==> src/rtl/dma_controller.sv <==
// Bus-master DMA engine: copies cmd_len device words into memory at cmd_addr under a BR/BG handshake.
// Optional macro DMA_BURST_RELEASE_EN releases the bus for one GAP cycle every BURST_LEN words.
module dma_controller #(
  parameter int BURST_LEN = 4,
  parameter int LEN_W     = 8
) (
  input  logic             clk,
  input  logic             reset_n,
  input  logic             cmd_valid,
  input  logic [15:0]      cmd_addr,
  input  logic [LEN_W-1:0] cmd_len,
  output logic             br,
  input  logic             bg,
  output logic             mem_we,
  output logic [15:0]      mem_addr,
  output logic [15:0]      mem_wdata,
  input  logic             mem_ack,
  output logic [LEN_W-1:0] dev_idx,
  input  logic [15:0]      dev_data,
  output logic             busy,
  output logic             irq,
  output logic [2:0]       dbg_state
);

  // Handshakes: a command is taken only when cmd_valid is high in IDLE; a word
  // retires on an edge where mem_we (XFER and bg) and mem_ack are both high.
  typedef enum logic [2:0] {
    S_IDLE = 3'd0,
    S_REQ  = 3'd1,
    S_XFER = 3'd2,
    S_GAP  = 3'd3,
    S_DONE = 3'd4
  } state_t;

  localparam int BW = (BURST_LEN > 1) ? $clog2(BURST_LEN + 1) : 1;

  if (BURST_LEN < 1) begin : g_bad_burst
    $error("dma_controller: BURST_LEN must be at least 1");
  end

  state_t           state;
  logic [15:0]      base;
  logic [LEN_W-1:0] len;
  logic [LEN_W-1:0] cnt;
  logic [LEN_W-1:0] cnt_nxt;
  logic             retire;

`ifdef DMA_BURST_RELEASE_EN
  localparam logic [BW-1:0] BURST_LAST = BW'(BURST_LEN - 1);
  logic [BW-1:0] bcnt;
`endif

  assign mem_we    = (state == S_XFER) && bg;
  assign retire    = mem_we && mem_ack;
  assign cnt_nxt   = cnt + LEN_W'(1);
  assign mem_addr  = base + 16'(cnt);
  assign dev_idx   = cnt;
  assign mem_wdata = dev_data;
  assign dbg_state = state;

  // br, busy and irq are registered and updated together with each state change.
  always_ff @(posedge clk) begin
    if (!reset_n) begin
      state <= S_IDLE;
      base  <= '0;
      len   <= '0;
      cnt   <= '0;
      br    <= 1'b0;
      busy  <= 1'b0;
      irq   <= 1'b0;
`ifdef DMA_BURST_RELEASE_EN
      bcnt  <= '0;
`endif
    end else begin
      irq <= 1'b0;
      case (state)
        S_IDLE: begin
          if (cmd_valid) begin
            base <= cmd_addr;
            len  <= cmd_len;
            cnt  <= '0;
            busy <= 1'b1;
`ifdef DMA_BURST_RELEASE_EN
            bcnt <= '0;
`endif
            if (cmd_len == '0) begin
              state <= S_DONE;
              irq   <= 1'b1;
            end else begin
              state <= S_REQ;
              br    <= 1'b1;
            end
          end
        end
        S_REQ: begin
          if (bg) state <= S_XFER;
        end
        S_XFER: begin
          if (retire) begin
            cnt <= cnt_nxt;
            if (cnt_nxt == len) begin
              state <= S_DONE;
              br    <= 1'b0;
              irq   <= 1'b1;
            end
`ifdef DMA_BURST_RELEASE_EN
            else if (bcnt == BURST_LAST) begin
              state <= S_GAP;
              br    <= 1'b0;
              bcnt  <= '0;
            end else begin
              bcnt <= bcnt + BW'(1);
            end
`endif
          end else if (!bg) begin
            // Grant withdrawn: keep counters, re-issue the pending word after regrant.
            state <= S_REQ;
          end
        end
        S_GAP: begin
          state <= S_REQ;
          br    <= 1'b1;
        end
        S_DONE: begin
          state <= S_IDLE;
          busy  <= 1'b0;
        end
        default: begin
          state <= S_IDLE;
          br    <= 1'b0;
          busy  <= 1'b0;
        end
      endcase
    end
  end

endmodule

==> config.mk <==
export PLATFORM = sky130hd
export DESIGN_NAME = dma_controller
export DESIGN_NICKNAME = d
export VERILOG_FILES = /design/src/rtl/dma_controller.sv
export SDC_FILE = /design/constraint.sdc
export NUM_CORES = 1
export LEC_CHECK = 0
export ABC_AREA = 1
export CAP_MARGIN = 10
export CORE_ASPECT_RATIO = 1.1
export CORE_MARGIN = 2
export CORE_UTILIZATION = 40
export CTS_BUF_LIST = sky130_fd_sc_hd__clkbuf_4
export DETAILED_ROUTE_END_ITERATION = 10
export HOLD_SLACK_MARGIN = 0.1
export PLACE_DENSITY_LB_ADDON = 0.3
export SYNTH_ARGS = -nofsm -noshare
export SYNTH_HDL_FRONTEND = slang
export SYNTH_SLANG_ARGS = --single-unit
==> constraint.sdc <==
create_clock -name clk -period 3.8 [get_ports clk]
set_clock_uncertainty 0.1 [all_clocks]
set_input_delay 0.57 -clock clk [delete_from_list [all_inputs] [get_ports clk]]
set_output_delay 0.57 -clock clk [all_outputs]
set_load 0.01 [all_outputs]
### Word level (Yosys, flattened, before mapping)

Index checks and enable logic that the tools add are counted.

| cells by class | value |
|---|---|
| add/subtract/negate cells | 2 |
| multipliers | 0 |
| div/mod/pow operators | 0 |
| order comparisons | 0 |
| eq/ne operators | 12 |
| shifts and indexed selects | 0 |
| multiplexer cells | 22 |
| bitwise operators | 2 |
| reduce and logical (&&, ||, !) cells | 12 |

Operators by type and width:

| cell | count |
|---|---|
| $mux W3 | 6 |
| $add A16 B8 Y16 | 1 |
| $mux W8 | 2 |
| $pmux W8 S2 | 1 |
| $pmux W3 S4 | 1 |
| $mux W1 | 9 |
| $add A8 B1 Y8 const B | 1 |
| $eq A8 B8 Y1 | 1 |
| $logic_not A8 Y1 | 1 |
| $ne A2 B2 Y1 const B | 4 |
| $eq A3 B2 Y1 const B | 2 |
| $reduce_and A5 Y1 | 1 |
| $pmux W1 S2 | 2 |
| $pmux W1 S4 | 1 |
| $reduce_and A2 Y1 | 2 |
| $reduce_and A4 Y1 | 1 |
| $eq A3 B1 Y1 const B | 1 |
| $eq A3 B3 Y1 const B | 1 |
| $logic_not A3 Y1 | 1 |
| $ne A3 B2 Y1 const B | 1 |
| $ne A3 B3 Y1 const B | 1 |
| $reduce_and A3 Y1 | 1 |
| $reduce_or A3 Y1 | 1 |
| $logic_and A1 B1 Y1 | 2 |
| 4 further kinds | 5 |

| storage, ports and cells | value |
|---|---|
| register bits | 38 |
| latch bits | 0 |
| RAM bits | 0 |
| memory bits (read-only) | 0 |
| output and inout bits | 47 |
| logic and storage cells | 57 |
| memories | 0 |

### Logic depth before layout (Yosys ltp)

| depth | value |
|---|---|
| word-level depth | 5 |
| mapped depth | 13 |
| mapped depth without buffers | 13 |

### Worst setup path after synthesis

Ideal clock, no wire load.

| path | value |
|---|---|
| path kind | register to output |
| from | register cnt[2], in the netlist dev_idx[2] |
| to | output mem_addr[13] |
| arrival | 1.831 ns |
| data required time | 3.130 ns |
| slack | 1.299 ns |
| cell stages (with the launch flop) | 9 |
| cell sequence | dfxtp_1 -> ha_1 -> a21oi_1 -> nand2_1 -> a21oi_1 -> o21ai_0 -> and2_1 -> nand3_1 -> xor2_1 |

| between the ends | value |
|---|---|
| word-level cells in the longest chain between the ends | 1 |

RTL lines:

| what | line | source |
|---|---|---|
| start, declared | 44 | `logic [LEN_W-1:0] cnt;` |
| start signal, assigned | 100 | `cnt <= cnt_nxt;` |
| $add A16 B8 Y16 | 56 | `assign mem_addr = base + 16'(cnt);` |
| end, declared | 15 | `output logic [15:0] mem_addr,` |

No other way between the ends.

### Worst setup path after layout

| path | value |
|---|---|
| from | register cnt[0], in the netlist dev_idx[0] |
| to | output mem_addr[14] |

Same word-level chain as after synthesis.

==> impl_results.md <==
* Unrepaired setup endpoints after global routing: false
* Mapped Area at 2340 um^2
* Reg2Reg Launch Point: dev_idx[1]$_SDFFE_PN0P_
* Antenna violations before repair at 0
* Data required, critical path at ~3.1 ns
* Synth unique cells at 31
* DRC marker count from the first detailed-route iteration at between 100 and 150
* Sequential Area at around 760 um^2
* Final slew viol count at 0
* Synthesis Warnings at 0
* CP startpoint: dev_idx[0]$_SDFFE_PN0P_
* Setup CP Type: register to primary output
* CP Launch Type: register
* Finished Layout Cells at around 460
* Min Clock Period, post-route at 3.50 ns
* Max Buffers Root-to-Sink at 2
* Post-cts resize count at 0
* H-tree Lvls at 2
* Slew headroom at between 50% and 60%
* Post-CTS Hold Buffers at 0
* Met2 Routed Length at 2790 um
* Status: finished, final reports clean
* Post-CTS Setup Inserts at 0
* CP max-delay cell: clkdlybuf4s50_1
* Final ANT Viol Nets at 0
* Cell count after synthesis at 340
* Yosys top cell area share at between 30% and 40%
* Post-synth EDFFs at 0
* DRC violations left at 0
* Detailed-route wire length per cell at 12.6 um
* CTS tree: built
* Cell total after placement at between 400 and 500
* Top Metal Used: met4
* R2R Path End: dbg_state[1]$_SDFFE_PN0P_
* Static leakage at 0.00121 uW
* Core ar. at 5730 um^2
* GRT Resource Usage Total at a little under a fifth
* R2r setup slk at approximately 1.7 ns
* Clock Sinks at 38
* Placer Congestion at 0.852
* Metal3 WL at between 300 and 400 um
* Mapped Nets at 395
* Syn_area_per_cell at just under 7 um^2
* Most used DFF post-synth: dfxtp_1
* Input/output buffers at 59
* CP bufs+invs at 1
* Crit path to: mem_addr[14]
* Synth cell count leaders: nand2_1, a21oi_1, dfxtp_1
* Setup_tns at 0 ns
* Crit Path Max Fanout at 6
* Most common cell in the netlist: nand2_1
* Detailed Place HPWL at about 4600 um
* Clock latency on the worst-skew pair at ~0.35 ns
* Fin. Hold Viols at 0
* Die Span Y at between 80 and 90 um
* Initial Util at just over 40%
* Fill count at 607
* Drt first pass iters at 4
* Crit. End Element: primary output
* Fmax at around 290 MHz
* Worst hold start: busy$_SDFFE_PN0P_
* Die area at between 6000 and 7000 um^2
* Num CTS Buffers at 5
* I/O Pins at between 90 and 100
* Via Count at 2262
* Instance count on the critical path at 10
* Top cell by count, worst path: nand3_1
* Setup violations, final at 0
* Cell Pwr Density at between 400 and 500 nW/um^2
* Standard-cell rows at 29
* Maximum vdd drop at about 0.27 mV
* Clock-pin slew on the worst setup and hold paths at 0.11 ns
* Root Driver: clkbuf_4
* ANT cells at 0
* Top post-synthesis cells by area: dfxtp_1, nand2_1, a21oi_1
* Die X at slightly below 80 um
* Actual slew at the worst max-slew pin at roughly 0.65 ns
* Layout cell share with drive strength beyond 1 at around 6.5%
* Min-Delay Path Class: register to register
* Post-synthesis sequential area ratio at about a third
* R2R depth at 12
* Largest net degree at the start of global routing at 22
* Worst Path Arrival at ~2.8 ns
* Yosys top cell by area: dfxtp_1
* Synth async-reset ratio at 0%
* Final period util at roughly 92%
* Final wirelength at roughly 5800 um
* Slowest stage delay, CP at 0.55 ns
* Top delay family on crit path: simple AND/OR/NAND/NOR gates
* Number of max-cap violations at 0
* First-pass GRT wire length at around 10000 um
* Post-Route M1 WL at 2620 um
* Worst-path cell chain: ha_1 > fa_1 > nand3_1 > nand3_1 > nand4_1 > o211ai_1 > nand3_1 > nor3_1 > xor2_1 > clkdlybuf4s50_1
* Nets@finish at 440
* Vias in the first global route at between 2k and 2.5k
* Multi-input gate area at 1300 um^2
* GRT overflow at 0
* Synth-to-layout area growth at 25.9%
* Routed vias/inst at around 4.9
* Synthesis-stage register bit count at 38
[final cells by class]
class	count	share of cell area, %
Tap cell	77	3.26
Inverter	37	4.71
Sequential cell	38	25.8
Clock buffer	7	1.78
Multi-Input combinational cell	242	44.0
Timing Repair Buffer	61	20.5
[routing by layer]
layer | track usage, % | vias up
li1 | - | 1188
met1 | 22.0 | 1002
met2 | 33.1 | 61
met3 | 4.95 | 11
met4 | 7.63 | 0
met5 | 0 | -
[worst register-to-register path: cells and delay by family (launching register included)]
kind,cells,cell delay (ns)
flops,1,0.51
buf+inv,2,0.16
fa+ha+maj,1,0.28
simple gates,8,0.84
compound gates,1,0.13
[layout by cell type, fill, tap and decap left out, types with 2 or more instances in the layout]
cell              n
a21oi_1          43
clkinv_1          2
and2_1            2
nand4_1           3
xnor2_1           3
dfxtp_1          38
xor2_1           13
nor2_1           19
clkbuf_4          7
nor3_1            5
nand2_1          77
ha_1              9
o21bai_1          2
clkdlybuf4s50_1  59
buf_4             2
nor2_2            5
nand2_2           3
nand3_2           4
inv_2             2
o21ai_0          16
o211ai_1          2
nand3_1          29
inv_1            33
[how the worst min path moves through the flow]
stage | end | slack [ns] | cells after the start
after CTS | busy$_SDFFE_PN0P_ | 0.38 | 2
final | busy$_SDFFE_PN0P_ | 0.37 | 2
after global placement | busy$_SDFFE_PN0P_ | 0.36 | 2
after floorplan | len[2]$_SDFFE_PN0P_ | 0.34 | 2
after detailed placement | busy$_SDFFE_PN0P_ | 0.36 | 2
after global routing | len[7]$_SDFFE_PN0P_ | 0.40 | 2
[flip-flops by register name, summed over array words and instances, names as in the netlist]
signal and count:
irq 1, dev_idx 8, br 1, dbg_state 3, base 16, len 8
busy 1
[power by group]
part	total, uW	leakage [uW]	switching [uW]	internal, uW
registers	529	0.000311	54.5	474
clock network	215	0.0000322	131	84.1
logic	590	0.000867	333	257
[through the flow]
stage | hold WS (ns) | power [uW] | worst slack [ns] | area, um^2 | utilization, %
finish | 0.374 | 1330 | 0.300 | 2950 | 51.5
global route | 0.399 | 1440 | 0.0280 | 2950 | 51.5
CTS | 0.379 | 1350 | 0.275 | 2950 | 51.5
detailed placement | 0.360 | 1130 | 0.695 | 2900 | 50.6
global placement | 0.359 | 1120 | 0.746 | 2900 | 50.6
floorplan | 0.344 | 915 | 1.30 | 2340 | -
[cell families (layout without fill, tap and decap cells)]
family                   after synthesis  count (layout)  synth area share [%]
buffers and inverters                 60             105                  12.2
adder cells (fa/ha/maj)               10              10                  5.66
AND/OR/NAND/NOR                      149             149                  28.6
flip-flops                            38              38                  32.4
AO/OA/AOI/OAI                         67              67                  15.1
XOR/XNOR                              16              16                  5.98
No activity file was read; power rests on OpenSTA's default activity.
